$ cat src/rtl/acc_writeback_dma_if.sv
// Bus bundle for the accelerator write-back DMA: CPU control/status,
// accelerator read port and memory write port.
interface acc_writeback_dma_if;
  logic        start_transfer;
  logic        abort;
  logic [31:0] src_addr;
  logic [31:0] dest_addr;
  logic [31:0] transfer_length;
  logic        dma_busy;
  logic        dma_done;
  logic [31:0] words_done;
  logic [31:0] acc_addr;
  logic        acc_read;
  logic [31:0] acc_data_in;
  logic [31:0] mem_addr;
  logic        mem_write;
  logic [31:0] mem_data_out;
  logic        mem_ready;

  modport master (
    input  start_transfer, abort, src_addr, dest_addr, transfer_length,
    input  acc_data_in, mem_ready,
    output dma_busy, dma_done, words_done,
    output acc_addr, acc_read, mem_addr, mem_write, mem_data_out
  );

  modport slave (
    output start_transfer, abort, src_addr, dest_addr, transfer_length,
    output acc_data_in, mem_ready,
    input  dma_busy, dma_done, words_done,
    input  acc_addr, acc_read, mem_addr, mem_write, mem_data_out
  );
endinterface

$ cat src/rtl/acc_writeback_dma.sv
// Word-by-word copy from accelerator memory to system memory: read one word,
// wait one cycle for the data, write it and hold until memory accepts.
module acc_writeback_dma (
  input logic             clk,
  input logic             reset,
  acc_writeback_dma_if.master bus
);

  typedef enum logic [2:0] {IDLE, ISSUE, WAIT, WRITE, DONE} state_t;

  state_t      state, state_nxt;
  logic [31:0] src_cur, dst_cur, src_nxt, dst_nxt;
  logic [29:0] cnt_left, cnt_nxt;
  logic        start_ok, cancel, accept;
  logic        unused_len_bits;

  assign unused_len_bits = ^bus.transfer_length[1:0];

  always_comb begin
    start_ok  = (state == IDLE) && bus.start_transfer && !bus.dma_busy;
    cancel    = bus.abort && (state != IDLE);
    // abort wins over a same-cycle acceptance: that word is not counted
    accept    = (state == WRITE) && bus.mem_ready && !bus.abort;
    src_nxt   = src_cur;
    dst_nxt   = dst_cur;
    cnt_nxt   = cnt_left;
    state_nxt = state;

    if (start_ok) begin
      src_nxt = bus.src_addr;
      dst_nxt = bus.dest_addr;
      cnt_nxt = bus.transfer_length[31:2];
    end else if (accept) begin
      src_nxt = src_cur + 32'd4;
      dst_nxt = dst_cur + 32'd4;
      cnt_nxt = cnt_left - 30'd1;
    end

    case (state)
      IDLE:    if (start_ok) state_nxt = (cnt_nxt == 30'd0) ? DONE : ISSUE;
      ISSUE:   state_nxt = WAIT;
      WAIT:    state_nxt = WRITE;
      WRITE:   if (accept) state_nxt = (cnt_nxt == 30'd0) ? DONE : ISSUE;
      DONE:    state_nxt = IDLE;
      default: state_nxt = IDLE;
    endcase

    if (cancel) state_nxt = IDLE;
  end

  always_ff @(posedge clk or negedge reset) begin
    if (!reset) state <= IDLE;
    else        state <= state_nxt;
  end

  // Working pointers are only consulted after a start has loaded them.
  always_ff @(posedge clk) begin
    src_cur  <= src_nxt;
    dst_cur  <= dst_nxt;
    cnt_left <= cnt_nxt;
  end

  always_ff @(posedge clk or negedge reset) begin
    if (!reset) begin
      bus.dma_busy     <= 1'b0;
      bus.dma_done     <= 1'b0;
      bus.words_done   <= 32'd0;
      bus.acc_addr     <= 32'd0;
      bus.acc_read     <= 1'b0;
      bus.mem_addr     <= 32'd0;
      bus.mem_write    <= 1'b0;
      bus.mem_data_out <= 32'd0;
    end else begin
      bus.acc_read  <= (state_nxt == ISSUE);
      bus.mem_write <= (state_nxt == WRITE);
      if (state_nxt == ISSUE) bus.acc_addr <= src_nxt;
      if ((state == WAIT) && (state_nxt == WRITE)) begin
        bus.mem_addr     <= dst_cur;
        bus.mem_data_out <= bus.acc_data_in;
      end

      // The completion pulse is registered on leaving DONE; busy stays up
      // through the pulse cycle and drops together with it.
      bus.dma_done <= (state == DONE) && !cancel;
      if (start_ok)                     bus.dma_busy <= 1'b1;
      else if (cancel || bus.dma_done)  bus.dma_busy <= 1'b0;

      if (start_ok)    bus.words_done <= 32'd0;
      else if (accept) bus.words_done <= bus.words_done + 32'd1;
    end
  end

endmodule

$ cat src/flat_wrapper.sv
// flat-port wrapper written by rule: the top's interface ports become plain ports
module acc_writeback_dma_flat 
  (clk, reset, bus_start_transfer, bus_abort, bus_src_addr, bus_dest_addr, bus_transfer_length, bus_acc_data_in, bus_mem_ready, bus_dma_busy, bus_dma_done, bus_words_done, bus_acc_addr, bus_acc_read, bus_mem_addr, bus_mem_write, bus_mem_data_out);
  acc_writeback_dma_if bus_i ();
  input logic clk;
  input logic reset;
  input wire logic [$bits(bus_i.start_transfer)-1:0] bus_start_transfer;
  input wire logic [$bits(bus_i.abort)-1:0] bus_abort;
  input wire logic [$bits(bus_i.src_addr)-1:0] bus_src_addr;
  input wire logic [$bits(bus_i.dest_addr)-1:0] bus_dest_addr;
  input wire logic [$bits(bus_i.transfer_length)-1:0] bus_transfer_length;
  input wire logic [$bits(bus_i.acc_data_in)-1:0] bus_acc_data_in;
  input wire logic [$bits(bus_i.mem_ready)-1:0] bus_mem_ready;
  output wire logic [$bits(bus_i.dma_busy)-1:0] bus_dma_busy;
  output wire logic [$bits(bus_i.dma_done)-1:0] bus_dma_done;
  output wire logic [$bits(bus_i.words_done)-1:0] bus_words_done;
  output wire logic [$bits(bus_i.acc_addr)-1:0] bus_acc_addr;
  output wire logic [$bits(bus_i.acc_read)-1:0] bus_acc_read;
  output wire logic [$bits(bus_i.mem_addr)-1:0] bus_mem_addr;
  output wire logic [$bits(bus_i.mem_write)-1:0] bus_mem_write;
  output wire logic [$bits(bus_i.mem_data_out)-1:0] bus_mem_data_out;
  assign bus_i.start_transfer = bus_start_transfer;
  assign bus_i.abort = bus_abort;
  assign bus_i.src_addr = bus_src_addr;
  assign bus_i.dest_addr = bus_dest_addr;
  assign bus_i.transfer_length = bus_transfer_length;
  assign bus_i.acc_data_in = bus_acc_data_in;
  assign bus_i.mem_ready = bus_mem_ready;
  assign bus_dma_busy = bus_i.dma_busy;
  assign bus_dma_done = bus_i.dma_done;
  assign bus_words_done = bus_i.words_done;
  assign bus_acc_addr = bus_i.acc_addr;
  assign bus_acc_read = bus_i.acc_read;
  assign bus_mem_addr = bus_i.mem_addr;
  assign bus_mem_write = bus_i.mem_write;
  assign bus_mem_data_out = bus_i.mem_data_out;
  acc_writeback_dma u_core (.clk(clk), .reset(reset), .bus(bus_i));
endmodule
$ cat config.mk
export PLATFORM = sky130hd
export DESIGN_NAME = acc_writeback_dma_flat
export DESIGN_NICKNAME = d
export VERILOG_FILES = /design/src/rtl/acc_writeback_dma_if.sv /design/src/rtl/acc_writeback_dma.sv /design/src/flat_wrapper.sv
export SDC_FILE = /design/constraint.sdc
export NUM_CORES = 1
export LEC_CHECK = 0
export ABC_AREA = 1
export BUFFER_PORTS_ARGS = -buffer_cell sky130_fd_sc_hd__buf_2
export CORE_MARGIN = 3
export CORE_UTILIZATION = 35
export CTS_CLUSTER_SIZE = 10
export DETAILED_ROUTE_END_ITERATION = 8
export PLACE_DENSITY = 0.57
export SYNTH_ARGS = -nofsm -noshare
export SYNTH_HDL_FRONTEND = slang
export SYNTH_SLANG_ARGS = --single-unit
export TNS_END_PERCENT = 30
$ cat constraint.sdc
create_clock -name clk -period 2.8 [get_ports clk]
set_input_delay 0.84 -clock clk [delete_from_list [all_inputs] [get_ports clk]]
set_output_delay 0.84 -clock clk [all_outputs]
set_load 0.005 [all_outputs]
==> metrics, run 1 <==
Lkg Pwr between 7 and 8 nW; Hold Buf Count CTS 0; syn_area_per_cell 7.65 sq um; CTS tree yes; Critical Path Source Type flip-flop; DIE WIDTH between 150 and 200 microns; hold slack about 0.25 ns; Syn. warnings 0; Clock Sinks 229; I/O Buffers 262; worst slew pin tran roughly 0.65 ns; worst vdd ir around 0.00065 V; critical path startpoint u_core.state[0]; Max-slew headroom around 56%; setup ws final -0.0108 ns; RSZ-0062 raised after global routing true; outcome finished, violations left; Critical Path RT roughly 3.3 ns; slowest CP cell dfrtp_1; antenna-violating nets left 0; minimum clock period between 2 and 3 ns; clock transition at the registers of the reported paths ~0.06 ns; routability cong. 0.907; die height about 190 microns; worst r2r path cells 20; 1st-pass router iterations 5; core region area approximately 32000 sq um; PD cells about 950 nW/um^2; nets@finish approximately 2000; Worst path most repeated cell nand3_1; setup TNS -0.0344 ns; Initial Util 35.8%; share of layout cells above drive strength 1 roughly 29%; critical path, cell by cell buf_6 > nand3_4 > nor2_4 > nand2_2 > nor2_4 > buf_4 > nand3_1 > nand3_1 > nand2_1 > nor2_2 > nand3_1 > nor2_2 > nand3_1 > nand2_2 > nand3_4 > buf_6 > nand3_4 > clkbuf_16 > nand2_1 > nand2_1; Max FO, Critical Path 5; final hold violation count 0; Crit. End Element flip-flop; GR Overflow Total 0; CP Class reg2reg; Worst Setup EP u_core.bus.acc_addr[2]; vias in the first global route 10611; drt total wl 35400 microns; TritonCTS Buffers 28; IO Count roughly 270; synth-to-layout area growth 36.8%; Unique masters post-synth 44; CP arrival roughly 3.3 ns; CTS Buffer Depth 3; failing checks setup timing; sequential fraction of the synthesis area 49.1%; worst reg2reg setup slack -0.01 ns; Final Cycle Share 100%; first-pass GRT wire length 54900 microns; row cnt between 60 and 70; Final setup viols 6; FMAX about 0.36 GHz; diode count 0; die area between 30000 and 40000 sq um; Clock Skews approximately 0.015 ns; Mapped Area 11400 sq um; post-synthesis net count ~1600; Worst path max stage delay just over 0.4 ns; wire per inst ~15 microns; RR Startpoint u_core.state[0]; Slew Limit Fails 0; min-delay worst type in2async; First DRT Iteration DRCs a little under 500; fillcell total approximately 3200; max-cap violation count 0; largest net degree at the start of global routing 53; clock latency on the worst-skew pair 0.55 ns; H-tree levels 1; total global-route track usage between 10% and 20%; routed vias 11078; Synth Instances approximately 1500; Final Power approximately 15 mW; DRC viols 0; routed vias/inst around 4.8; R2R Path End u_core.bus.acc_addr[2]; root buffer cell clkbuf_16; DPL Wire Length around 25000 microns; initial antenna violation count 3; Synth Register Bits 229
[metrics by stage]
step	setup slack (ns)	utilization [%]	cell area [sq um]	std cells
after floorplan	-0.0193	-	11400	1487
after global placement	-0.628	44.0	14000	2244
after detailed placement	-0.658	44.0	14000	2244
after CTS	-0.0196	47.8	15200	2316
after global routing	-0.220	48.9	15600	2324
final	-0.0108	48.9	15600	2324
[logic make-up after synthesis]
kind of cell | count (synthesis) | synth area share [%]
simple gates | 916 | 35.1
flops | 229 | 49.1
buf+inv | 191 | 6.86
compound gates | 100 | 4.88
xor+xnor | 47 | 3.62
fa+ha+maj | 4 | 0.440
[worst min-delay path by stage]
stage | to | slack [ns]
final | u_core.bus.acc_addr[27] | 0.25
after global routing | u_core.bus.acc_addr[27] | 0.27
after CTS | u_core.bus.acc_addr[30] | 0.26
after detailed placement | u_core.src_cur[0] | 0.44
after global placement | u_core.src_cur[0] | 0.44
after floorplan | u_core.src_cur[0] | 0.42
[per-layer routing]
| metal | vias up | share of wire [%] | global-route usage (%) |
|---|---|---|---|
| met5 | - | 0.12 | 0 |
| met4 | 6 | 2.1 | 4.62 |
| met3 | 53 | 6.3 | 4.24 |
| met2 | 265 | 47 | 32.9 |
| met1 | 5159 | 44 | 25.8 |
| li1 | 5595 | - | - |
[synth_stat cells, drive strengths merged]
library cell	number	share of area, %
o21ba	1	0.088
o211ai	1	0.066
a41oi	1	0.077
nor3b	3	0.20
a21oi	24	1.1
edfxtp	32	8.4
dfrtp	135	30
nand4	116	6.4
nand3b	1	0.066
nor3	20	1.1
nand2	533	18
nand3	73	3.4
o21bai	5	0.33
ha	4	0.44
xnor2	19	1.5
clkbuf	37	1.2
a22o	2	0.15
buf	28	1.5
xor2	28	2.2
dfxtp	62	11
o31ai	4	0.26
a31oi	2	0.11
and2	2	0.11
o221a	1	0.099
or2	17	0.93
inv	126	4.2
nor4	4	0.22
nor2	147	5.1
o21a	2	0.13
o21ai	57	2.5
[worst max-delay path, delay by kind of cell, from the launching register on]
| family | cells | cell delay [ns] |
|---|---|---|
| flops | 1 | 0.41 |
| buf+inv | 4 | 0.61 |
| simple gates | 16 | 1.71 |
[report_power, final]
part	leakage (nW)	total [mW]	switching [mW]	internal (mW)
registers	2.59	5.58	0.893	4.68
clock network	0.417	3.46	1.44	2.02
logic	4.90	5.82	3.36	2.46
total	7.91	14.9	5.69	9.17
[flip-flops by register name, summed over array words and instances, names as in the netlist]
register                 cells
u_core.state                 3
u_core.bus.words_done       32
u_core.bus.dma_busy          1
u_core.cnt_left             30
u_core.bus.mem_write         1
u_core.src_cur              32
u_core.bus.mem_addr         32
u_core.bus.dma_done          1
u_core.bus.acc_read          1
u_core.bus.acc_addr         32
u_core.dst_cur              32
u_core.bus.mem_data_out     32
[repair_timing]
action | 4_1_cts | 5_1_grt
pin swaps | 6 | 14
setup buffers | 18 | 4
gates resized for setup | 26 | 64
gates cloned | 3 | 4
endpoints found under the setup margin | 101 | 116
[cell usage in the layout (no fill, tap or decap), drive strengths merged, types with 52 or more instances in the layout]
cell type | Yosys | final
nand2 | 533 | 533
buf | 28 | 413
nor2 | 147 | 147
dfrtp | 135 | 135
inv | 126 | 125
nand4 | 116 | 116
nand3 | 73 | 73
dfxtp | 62 | 62
o21ai | 57 | 57
clkbuf | 37 | 52
[cell type report]
type                    count  area (sq um)  area share (%)
clock buffers              49           840            5.40
multi-input cells        1067          5260            33.8
well taps                 435           544            3.50
inverters                 126           479            3.08
repair buffers            416          2820            18.1
flip-flops and latches    229          5580            35.9
clock inverters             2          37.5           0.241
(Power assumes the default switching activity.)
==> run 2: changes to the inputs <==
Settings changed: GPL_ROUTABILITY_DRIVEN set to 0, REMOVE_ABC_BUFFERS set to 1, SKIP_CTS_REPAIR_TIMING set to 1.
==> metrics, run 2 (synthesis gave the netlist of run 1 again) <==
outcome finished, violations left (unchanged); failing checks setup timing (unchanged); CP Class reg2reg (unchanged); Clock Skews 0.0104 ns (was 0.0155 ns); critical path, cell by cell buf_6 > nor2_4 > nand4_4 > buf_12 > or2_4 > nand2_2 > nand2_2 > nor2_2 > nand2_1 > nor2_2 > nand2_2 > nor2_4 > nand3_2 > nand2_2 > nand3_4 > buf_4 > clkbuf_16 > nand4_1 > nand2_1 (was buf_6 > nand3_4 > nor2_4 > nand2_2 > nor2_4 > buf_4 > nand3_1 > nand3_1 > nand2_1 > nor2_2 > nand3_1 > nor2_2 > nand3_1 > nand2_2 > nand3_4 > buf_6 > nand3_4 > clkbuf_16 > nand2_1 > nand2_1); H-tree levels 1 (unchanged); clock latency on the worst-skew pair 0.54 ns (was 0.55 ns); post-place setup slack -0.700 ns (was -0.658 ns); final hold violation count 0 (unchanged); DIE WIDTH 186 microns (unchanged); routed vias/inst 4.83 (was 4.77); routed vias 11216 (was 11078); leading cell type in the layout, fill and taps excluded nand2_1 (unchanged); clock transition at the registers of the reported paths 0.06 ns (about the same); Slew Limit Fails 0 (unchanged); FMAX 0.336 GHz (was 0.356 GHz); setup ws final -0.172 ns (was -0.0108 ns); row cnt 65 (unchanged); TritonCTS Buffers 28 (unchanged); Critical Path RT 3.23 ns (was 3.28 ns); total global-route track usage 18.9% (was 19.5%); Max FO, Critical Path 26 (was 5); Clock Sinks 229 (unchanged); Critical Path Source Type flip-flop (unchanged); CTS Buffer Depth 3 (unchanged); RSZ-0062 raised after global routing true (unchanged); Final Cycle Share 106% (was 100%); Crit. End Element flip-flop (unchanged); Initial Util 35.8% (unchanged); DPL Wire Length 24000 microns (was 24700 microns); worst vdd ir 0.000552 V (was 0.000646 V); slowest CP cell dfrtp_1 (unchanged); IO Count 265 (unchanged); drt total wl 35400 microns (about the same); most frequent cells in the layout 492 x nand2_1, 262 x buf_2, 135 x dfrtp_1, 122 x inv_1, 120 x nor2_1 (was 524 x nand2_1, 261 x buf_2, 135 x dfrtp_1, 122 x inv_1); worst slew pin tran 0.719 ns (was 0.654 ns); minimum clock period 2.97 ns (was 2.81 ns); dpl cells 2236 (was 2244); diode count 0 (unchanged); CTS tree yes (unchanged); 1st-pass router iterations 5 (unchanged); I/O Buffers 262 (unchanged); Lkg Pwr 7.90 nW (was 7.91 nW); First DRT Iteration DRCs 616 (was 493); min-delay worst type in2async (unchanged); wire per inst 15.2 microns (about the same); nets@finish 2003 (was 2005); initial antenna violation count 0 (was 3); max-cap violation count 0 (unchanged); Worst path max stage delay 0.39 ns (was 0.41 ns); synth-to-layout area growth 37.5% (was 36.8%); core region area 31800 sq um (unchanged); Worst path most repeated cell nand2_2 (was nand3_1); die area 34700 sq um (unchanged); Final setup viols 99 (was 6); root buffer cell clkbuf_16 (unchanged); first-pass GRT wire length 53700 microns (was 54900 microns); CP arrival 3.40 ns (was 3.30 ns); Max-slew headroom 52.1% (was 56.4%); vias in the first global route 10498 (was 10611); share of layout cells above drive strength 1 30.0% (was 28.6%); antenna-violating nets left 0 (unchanged); GR Overflow Total 0 (unchanged); PD cells 961 nW/um^2 (was 955 nW/um^2); DRC viols 0 (unchanged); die height 186 microns (unchanged); fin cells 2323 (was 2324); largest net degree at the start of global routing 72 (was 53)
[run 2: layer usage]
| metal | share of wire (%) | track usage (%) | vias up |
|---|---|---|---|
| met1 | 45 | 25.2 | 5250 |
| met4 | 1.8 | 4.56 | 0 |
| li1 | - | - | 5605 |
| met2 | 46 | 32.2 | 315 |
| met5 | 0 | 0 | - |
| met3 | 6.8 | 3.27 | 46 |
[run 2: worst paths after layout]
kind                                          endpoint  cells past startpoint               from  slack [ns]
setup reg to reg            u_core.bus.mem_data_out[0]                     19    u_core.state[0]       -0.17
hold / removal             u_core.bus.mem_data_out[12]                      1              reset        0.24
min in group clk                     u_core.src_cur[1]                      2  u_core.src_cur[1]        0.46
setup / recovery            u_core.bus.mem_data_out[0]                     19    u_core.state[0]       -0.17
max in group asynchronous    u_core.bus.words_done[21]                      2              reset        1.91
hold reg to reg                      u_core.src_cur[1]                      2  u_core.src_cur[1]        0.46
[run 2: stage by stage]
stage / total power [mW] / utilization (%) / TNS, ns / area [sq um] / hold slack, ns
3_5_place_dp: 10.9 / 44.0 / -76.04 / 14000 / 0.442
3_3_place_gp: 10.8 / 44.0 / -75.38 / 14000 / 0.440
6_report: 15.0 / 49.2 / -11.76 / 15600 / 0.237
2_1_floorplan: 8.33 / - / -788.12 / 11100 / 0.423
4_1_cts: 14.3 / 46.7 / -38.06 / 14800 / 0.245
5_1_grt: 16.2 / 49.2 / -28.01 / 15600 / 0.251
[run 2: layout make-up]
cell class | instances | area, sq um
repair buffers | 413 | 2790
inverters | 126 | 480
fillers | 3160 | 16200
well taps | 435 | 544
clock inverters | 3 | 28.8
clock buffers | 49 | 820
flip-flops and latches | 229 | 5580
multi-input cells | 1068 | 5400
[run 2: worst max-delay path, delay by kind of cell (launching register included)]
kind                   cells  cell delay, ns
AND/OR/NAND/NOR           15            1.74
buffers and inverters      4            0.73
flip-flops                 1            0.39
[run 2: report_power, final]
part	leakage (nW)	internal, mW	total (mW)	switching [mW]
clock network	0.405	1.97	3.37	1.40
registers	2.59	4.68	5.58	0.897
logic	4.91	2.58	6.08	3.50
